--- config.mk ---
export PLATFORM = sky130hd
export DESIGN_NAME = tlc5957_chain_tx_flat
export DESIGN_NICKNAME = d
export VERILOG_FILES = /design/src/rtl/tlc5957_chain_tx_if.sv /design/src/rtl/tlc5957_chain_tx.sv /design/src/flat_wrapper.sv
export SDC_FILE = /design/constraint.sdc
export NUM_CORES = 1
export LEC_CHECK = 0
export BUFFER_PORTS_ARGS = -buffer_cell sky130_fd_sc_hd__buf_4
export CAP_MARGIN = 20
export CORE_MARGIN = 2
export CORE_UTILIZATION = 40
export CTS_BUF_LIST = sky130_fd_sc_hd__clkbuf_8 sky130_fd_sc_hd__clkbuf_16
export DETAILED_ROUTE_END_ITERATION = 10
export PLACE_DENSITY = 0.61
export SETUP_SLACK_MARGIN = 0.02
export SYNTH_ARGS = -nofsm -noshare
export SYNTH_HDL_FRONTEND = slang
export SYNTH_SLANG_ARGS = --single-unit
--- constraint.sdc ---
create_clock -name clk -period 4.1 [get_ports clk]
set_clock_uncertainty 0.05 [all_clocks]
set_input_delay 0.82 -clock clk [delete_from_list [all_inputs] [get_ports clk]]
set_output_delay 0.82 -clock clk [all_outputs]
set_load 0.05 [all_outputs]
--- src/rtl/tlc5957_chain_tx_if.sv ---
// Host/memory-side bundle of the TLC5957 chain transmitter.
// master: the transmitter itself; slave: frame requester plus grayscale memory.
interface tlc5957_chain_tx_if #(
   parameter int unsigned NB_DRIVERS = 1,
   parameter int unsigned GS_BITS    = 9
);
   localparam int unsigned AddrW = $clog2(48 * NB_DRIVERS);

   logic               start;
   logic               cmd;
   logic [47:0]        fc_data;
   logic               busy;
   logic               done;
   logic               rd_en;
   logic [AddrW-1:0]   rd_addr;
   logic [GS_BITS-1:0] rd_data;
   logic               SCLK;
   logic               SIN;
   logic               LAT;

   modport master (
      input  start, cmd, fc_data, rd_data,
      output busy, done, rd_en, rd_addr, SCLK, SIN, LAT
   );

   modport slave (
      output start, cmd, fc_data, rd_data,
      input  busy, done, rd_en, rd_addr, SCLK, SIN, LAT
   );
endinterface

--- src/rtl/tlc5957_chain_tx.sv ---
// Serialises grayscale (poker mode, MSB plane first) or function-control frames onto a
// chain of TLC5957 drivers. Each bit takes two clocks: SCLK low with SIN/LAT updated,
// then SCLK high. SHIFT opens with one SCLK-low lead-in clock so the first read has landed.
module tlc5957_chain_tx #(
   parameter int unsigned NB_DRIVERS = 1,
   parameter int unsigned GS_BITS    = 9
) (
   input logic                clk,
   input logic                rst,
   tlc5957_chain_tx_if.master bus
);
   localparam int unsigned Width = 48 * NB_DRIVERS;
   localparam int unsigned AddrW = $clog2(Width);
   localparam int unsigned DrvW  = (NB_DRIVERS > 1) ? $clog2(NB_DRIVERS) : 1;
   localparam int unsigned WrdW  = (GS_BITS > 1) ? $clog2(GS_BITS) : 1;

   typedef enum logic [1:0] {StIdle, StLoad, StShift, StTail} state_e;

   state_e            state_q, state_d;
   logic              phase_q, phase_d;   // 0: SCLK-low half, 1: SCLK-high half or lead-in
   logic              last_q, last_d;     // final bit of the frame is on SIN
   logic              tail_q, tail_d;
   logic [5:0]        chan_q, chan_d;     // counters name the next bit to put on SIN
   logic [DrvW-1:0]   drv_q, drv_d;
   logic [WrdW-1:0]   wrd_q, wrd_d;
   logic              cmd_q, cmd_d;
   logic [47:0]       fc_q, fc_d;
   logic              busy_q, busy_d;
   logic              done_q, done_d;
   logic              rd_en_q, rd_en_d;
   logic [AddrW-1:0]  rd_addr_q, rd_addr_d;
   logic              sclk_q, sclk_d;
   logic              sin_q, sin_d;
   logic              lat_q, lat_d;

   logic              chan_end, drv_end, wrd_end, frame_end;
   logic [5:0]        chan_nx;
   logic [DrvW-1:0]   drv_nx;
   logic [WrdW-1:0]   wrd_nx;
   logic [WrdW-1:0]   bidx;
   logic              bit_val, bit_lat;

   // Channel 47 of the highest driver is stored at the top address and shifted first.
   function automatic logic [AddrW-1:0] addr_of(input logic [DrvW-1:0] drv,
                                                input logic [5:0] chan);
      int unsigned a;
      a = (NB_DRIVERS - 1 - 32'(drv)) * 48 + (47 - 32'(chan));
      return AddrW'(a);
   endfunction

   // Counter advance and the SIN/LAT value of the bit the counters point at.
   always_comb begin
      chan_end  = (chan_q == 6'd47);
      drv_end   = (drv_q == DrvW'(NB_DRIVERS - 1));
      wrd_end   = cmd_q || (wrd_q == WrdW'(GS_BITS - 1));
      frame_end = chan_end && drv_end && wrd_end;
      chan_nx   = chan_end ? 6'd0 : chan_q + 6'd1;
      drv_nx    = chan_end ? (drv_end ? '0 : drv_q + DrvW'(1)) : drv_q;
      wrd_nx    = (chan_end && drv_end) ? (wrd_end ? '0 : wrd_q + WrdW'(1)) : wrd_q;
      bidx      = WrdW'(GS_BITS - 1) - wrd_q;
      if (cmd_q) begin
         // FCWRTEN on the first 15 bits, WRTFC on the last 5.
         bit_val = fc_q[6'd47 - chan_q];
         bit_lat = ((drv_q == '0) && (chan_q < 6'd15)) || (drv_end && (chan_q >= 6'd43));
      end else begin
         // WRTGS on the last bit of each plane, LATGS on the last 3 bits of plane 0.
         bit_val = bus.rd_data[bidx];
         bit_lat = drv_end && ((bidx == '0) ? (chan_q >= 6'd45) : chan_end);
      end
   end

   // Frame sequencing and next values of every registered output.
   always_comb begin
      state_d   = state_q;
      phase_d   = phase_q;
      last_d    = last_q;
      tail_d    = tail_q;
      chan_d    = chan_q;
      drv_d     = drv_q;
      wrd_d     = wrd_q;
      cmd_d     = cmd_q;
      fc_d      = fc_q;
      busy_d    = busy_q;
      done_d    = 1'b0;
      rd_en_d   = 1'b0;
      rd_addr_d = rd_addr_q;
      sclk_d    = 1'b0;
      sin_d     = 1'b0;
      lat_d     = 1'b0;
      unique case (state_q)
         StIdle: begin
            if (bus.start) begin
               state_d = StLoad;
               busy_d  = 1'b1;
               cmd_d   = bus.cmd;
               fc_d    = bus.fc_data;
               chan_d  = '0;
               drv_d   = '0;
               wrd_d   = '0;
               last_d  = 1'b0;
               phase_d = 1'b0;
               if (!bus.cmd) begin
                  rd_en_d   = 1'b1;
                  rd_addr_d = addr_of('0, '0);
               end
            end
         end
         StLoad: begin
            state_d = StShift;
            phase_d = 1'b1;
         end
         StShift: begin
            if (!phase_q) begin
               sclk_d  = 1'b1;
               sin_d   = sin_q;
               lat_d   = lat_q;
               phase_d = 1'b1;
            end else if (last_q) begin
               state_d = StTail;
               tail_d  = 1'b0;
               last_d  = 1'b0;
               phase_d = 1'b0;
            end else begin
               sin_d   = bit_val;
               lat_d   = bit_lat;
               phase_d = 1'b0;
               last_d  = frame_end;
               chan_d  = chan_nx;
               drv_d   = drv_nx;
               wrd_d   = wrd_nx;
               // Fetch the following bit now so it is on rd_data at the next bit boundary.
               if (!cmd_q && !frame_end) begin
                  rd_en_d   = 1'b1;
                  rd_addr_d = addr_of(drv_nx, chan_nx);
               end
            end
         end
         StTail: begin
            if (tail_q) begin
               state_d = StIdle;
               done_d  = 1'b1;
               busy_d  = 1'b0;
               tail_d  = 1'b0;
            end else begin
               tail_d = 1'b1;
            end
         end
         default: state_d = StIdle;
      endcase
   end

   // State and output registers, cleared asynchronously.
   always_ff @(posedge clk or posedge rst) begin
      if (rst) begin
         state_q   <= StIdle;
         phase_q   <= 1'b0;
         last_q    <= 1'b0;
         tail_q    <= 1'b0;
         chan_q    <= '0;
         drv_q     <= '0;
         wrd_q     <= '0;
         cmd_q     <= 1'b0;
         fc_q      <= '0;
         busy_q    <= 1'b0;
         done_q    <= 1'b0;
         rd_en_q   <= 1'b0;
         rd_addr_q <= '0;
         sclk_q    <= 1'b0;
         sin_q     <= 1'b0;
         lat_q     <= 1'b0;
      end else begin
         state_q   <= state_d;
         phase_q   <= phase_d;
         last_q    <= last_d;
         tail_q    <= tail_d;
         chan_q    <= chan_d;
         drv_q     <= drv_d;
         wrd_q     <= wrd_d;
         cmd_q     <= cmd_d;
         fc_q      <= fc_d;
         busy_q    <= busy_d;
         done_q    <= done_d;
         rd_en_q   <= rd_en_d;
         rd_addr_q <= rd_addr_d;
         sclk_q    <= sclk_d;
         sin_q     <= sin_d;
         lat_q     <= lat_d;
      end
   end

   assign bus.busy    = busy_q;
   assign bus.done    = done_q;
   assign bus.rd_en   = rd_en_q;
   assign bus.rd_addr = rd_addr_q;
   assign bus.SCLK    = sclk_q;
   assign bus.SIN     = sin_q;
   assign bus.LAT     = lat_q;
endmodule
--- src/flat_wrapper.sv ---
// flat-port wrapper written by rule: the top's interface ports become plain ports
module tlc5957_chain_tx_flat 
#(
   parameter int unsigned NB_DRIVERS = 1,
   parameter int unsigned GS_BITS    = 9
)
  (clk, rst, bus_start, bus_cmd, bus_fc_data, bus_rd_data, bus_busy, bus_done, bus_rd_en, bus_rd_addr, bus_SCLK, bus_SIN, bus_LAT);
  tlc5957_chain_tx_if #(.NB_DRIVERS(NB_DRIVERS), .GS_BITS(GS_BITS)) bus_i ();
  input logic clk;
  input logic rst;
  input wire logic [$bits(bus_i.start)-1:0] bus_start;
  input wire logic [$bits(bus_i.cmd)-1:0] bus_cmd;
  input wire logic [$bits(bus_i.fc_data)-1:0] bus_fc_data;
  input wire logic [$bits(bus_i.rd_data)-1:0] bus_rd_data;
  output wire logic [$bits(bus_i.busy)-1:0] bus_busy;
  output wire logic [$bits(bus_i.done)-1:0] bus_done;
  output wire logic [$bits(bus_i.rd_en)-1:0] bus_rd_en;
  output wire logic [$bits(bus_i.rd_addr)-1:0] bus_rd_addr;
  output wire logic [$bits(bus_i.SCLK)-1:0] bus_SCLK;
  output wire logic [$bits(bus_i.SIN)-1:0] bus_SIN;
  output wire logic [$bits(bus_i.LAT)-1:0] bus_LAT;
  assign bus_i.start = bus_start;
  assign bus_i.cmd = bus_cmd;
  assign bus_i.fc_data = bus_fc_data;
  assign bus_i.rd_data = bus_rd_data;
  assign bus_busy = bus_i.busy;
  assign bus_done = bus_i.done;
  assign bus_rd_en = bus_i.rd_en;
  assign bus_rd_addr = bus_i.rd_addr;
  assign bus_SCLK = bus_i.SCLK;
  assign bus_SIN = bus_i.SIN;
  assign bus_LAT = bus_i.LAT;
  tlc5957_chain_tx #(.NB_DRIVERS(NB_DRIVERS), .GS_BITS(GS_BITS)) u_core (.clk(clk), .rst(rst), .bus(bus_i));
endmodule
==> results.cfg <==
[worst_setup_path]
path_buf_inv = 1
slowest_delay_ps = 570
r2r_cells = 7
cp.arrival_ps = 2730
critPathKind = reg2reg
startpoint_type = flip-flop
cp_num_cells = 7
crit_chain = inv_1 -> ha_1 -> mux2i_1 -> a21o_1 -> a221oi_2 -> nor2_1 -> a31oi_1
r2r_slack_ps = 1590
end_kind = flip-flop
cp_max_fo = 19
cp.required_ps = 4330
crit_family = compound AO/OA/AOI/OAI gates
slowest_stage = a221oi_2

[final_layout]
instances_no_fill = 529
final_net_count = 466
antenna_cells = 0
final_cell_mix = dfrtp_1 (77), buf_4 (75), mux2_2 (50)
fin_util = 0.500
areaGrowthSynthToFinish_pct = 22.9
final_common_cell = dfrtp_1
drive_above_1_share = 0.394

[pwr]
power_mw = 3.23
pwr-share-seq = 0.384
pwr-share-clk = 0.200
p_int_mw = 2.11
combinationalPowerShare = 0.416
p_sw_frac = 0.347
ir_worst_vdd_v = 0.000341
power.density_nw_per_um2 = 670
switching_power_mw = 1.12
p_leak_nw = 2.14

[floorplan]
fp.dieW_um = 103
rows = 36
floorplan.initialDensity = 0.407
die_h_um = 103
core_um2 = 9640
die_area_um2 = 10600
io_pins = 73

[timing]
finalHoldViolations = 0
finalSetupTns_ps = 0
hold_slack_ps = 438
drv_slew = 0
worstMarginPinSlew_ps = 708
max-slew-margin-rel = 0.528
min_period_ps = 2510
rsz0062_at_grt = no
setup_viol_count_final = 0
fmax_mhz = 399
period_share = 0.611

[placement]
place_inst = 513
io_buffers = 72
place_congestion = 0.901
hpwl_um = 5830

[global_route]
grt_first_pass_wirelength_um = 13600
grt_max_degree = 57
grt_use_total = 0.166
antenna_found_initial = 0
grt_overflow = 0
grt_pass1_vias = 2715

[logic_synthesis]
synth_edf_count = 0
syn_inst = 320
synth_nets = 395
ys_ff_latch = 77
yosysTopAreaCell = dfrtp_1
synthArstFlopShare = 1.00
yosys.cell_types.count = 48
synth_area_um2 = 3920
yosysSeqAreaShare = 0.492
synthTopCellsByArea = dfrtp_1 (49%), mux2_2 (14%), mux4_2 (5.7%)
yosys_warnings = 0
syn_area_per_cell_um2 = 12.2
synth_top_area_share = 0.492
synthFlopType = dfrtp_1

[cts]
post-cts-setup-buffer-count = 0
cts_root_buffer = clkbuf_8
hold_buffers = 0
clkTransAtPathRegs_ps = 90
htree_levels = 3
clock_latency_ps = 350
cts_num_sinks = 77
cts-buffers-inserted = 9
cts_tree = done
cts_resized = 0
clk_path_buf_depth = 2

[detailed_routing]
routed_wl_um = 8140
drt_iter0_drc = 120
vias = 2754
drt_first_pass_iters = 4
via_per_inst = 5.21
drc = 0
routedWlPerCell_um = 15.4
ant_nets = 0

[status]
status = complete, no violations

[min_path]
worst_hold_path_type = in2async

[run]
max_cap_viol_count = 0
metrics by stage:
step	setup slack, ps	area, um2
final	1590	4820
after global routing	1310	4820
after CTS	1580	4820
after detailed placement	1580	4600
after global placement	1650	4580
after floorplan	1260	3920
cells by family after synthesis:
kind of cell	synth area share
XOR/XNOR	0.0112
AO/OA/AOI/OAI	0.0904
buffers and inverters	0.0345
flip-flops	0.492
multiplexers	0.242
AND/OR/NAND/NOR	0.0853
adder cells (fa/ha/maj)	0.0447
state kept, by name, summed over array words and instances (netlist names), 2 cells and up:
signal	flops
u_core.wrd_q	4
u_core.chan_q	6
u_core.bus.rd_addr	6
u_core.state_q	2
u_core.fc_q	48
cell type report:
| cell class | instances | area [um2] |
|---|---|---|
| clock buffer | 9 | 124 |
| clock inverter | 7 | 97.6 |
| inverter | 16 | 60.1 |
| tap | 133 | 166 |
| sequential | 77 | 1930 |
| timing repair buffer | 76 | 583 |
| multi-input combinational | 211 | 1860 |
| fill | 890 | 4820 |
layer usage:
layer  GRT usage  part of all wire  wire [um]
met5           0                 0          0
met3      0.0434             0.049        400
met1       0.240              0.48       3920
met2       0.252              0.46       3760
met4      0.0364            0.0079         64
path summary, 6_finish.rpt:
check,startpoint,end
setup reg to reg,u_core.state_q[0]$_DFFE_PP0P_,u_core.bus.rd_addr[5]$_DFFE_PP0P_
min in group clk,u_core.bus.LAT$_DFFE_PP0N_,u_core.bus.LAT$_DFFE_PP0N_
setup / recovery,u_core.state_q[0]$_DFFE_PP0P_,u_core.bus.rd_addr[5]$_DFFE_PP0P_
hold / removal,rst,u_core.bus.LAT$_DFFE_PP0N_
max in group asynchronous,rst,u_core.fc_q[15]$_DFFE_PP0P_
hold reg to reg,u_core.bus.LAT$_DFFE_PP0N_,u_core.bus.LAT$_DFFE_PP0N_
power groups by stage:
| stage | Sequential, mW | Combinational (mW) | Clock [mW] |
|---|---|---|---|
| finish | 1.24 | 1.34 | 0.644 |
| global route | 1.28 | 1.47 | 0.692 |
| CTS | 1.24 | 1.36 | 0.659 |
| detailed placement | 1.25 | 1.36 | 0 |
| global placement | 1.24 | 1.33 | 0 |
| floorplan | 1.28 | 0.988 | 0 |
Yosys cell counts (6+ instances only):
master	number
buf_2	6
mux4_2	10
dfrtp_1	77
ha_1	14
nor2_1	16
nand2_1	20
o21ai_0	12
inv_1	16
nand3_1	10
mux2_2	50
a21oi_1	11
Power figures use the tool's default switching activity.
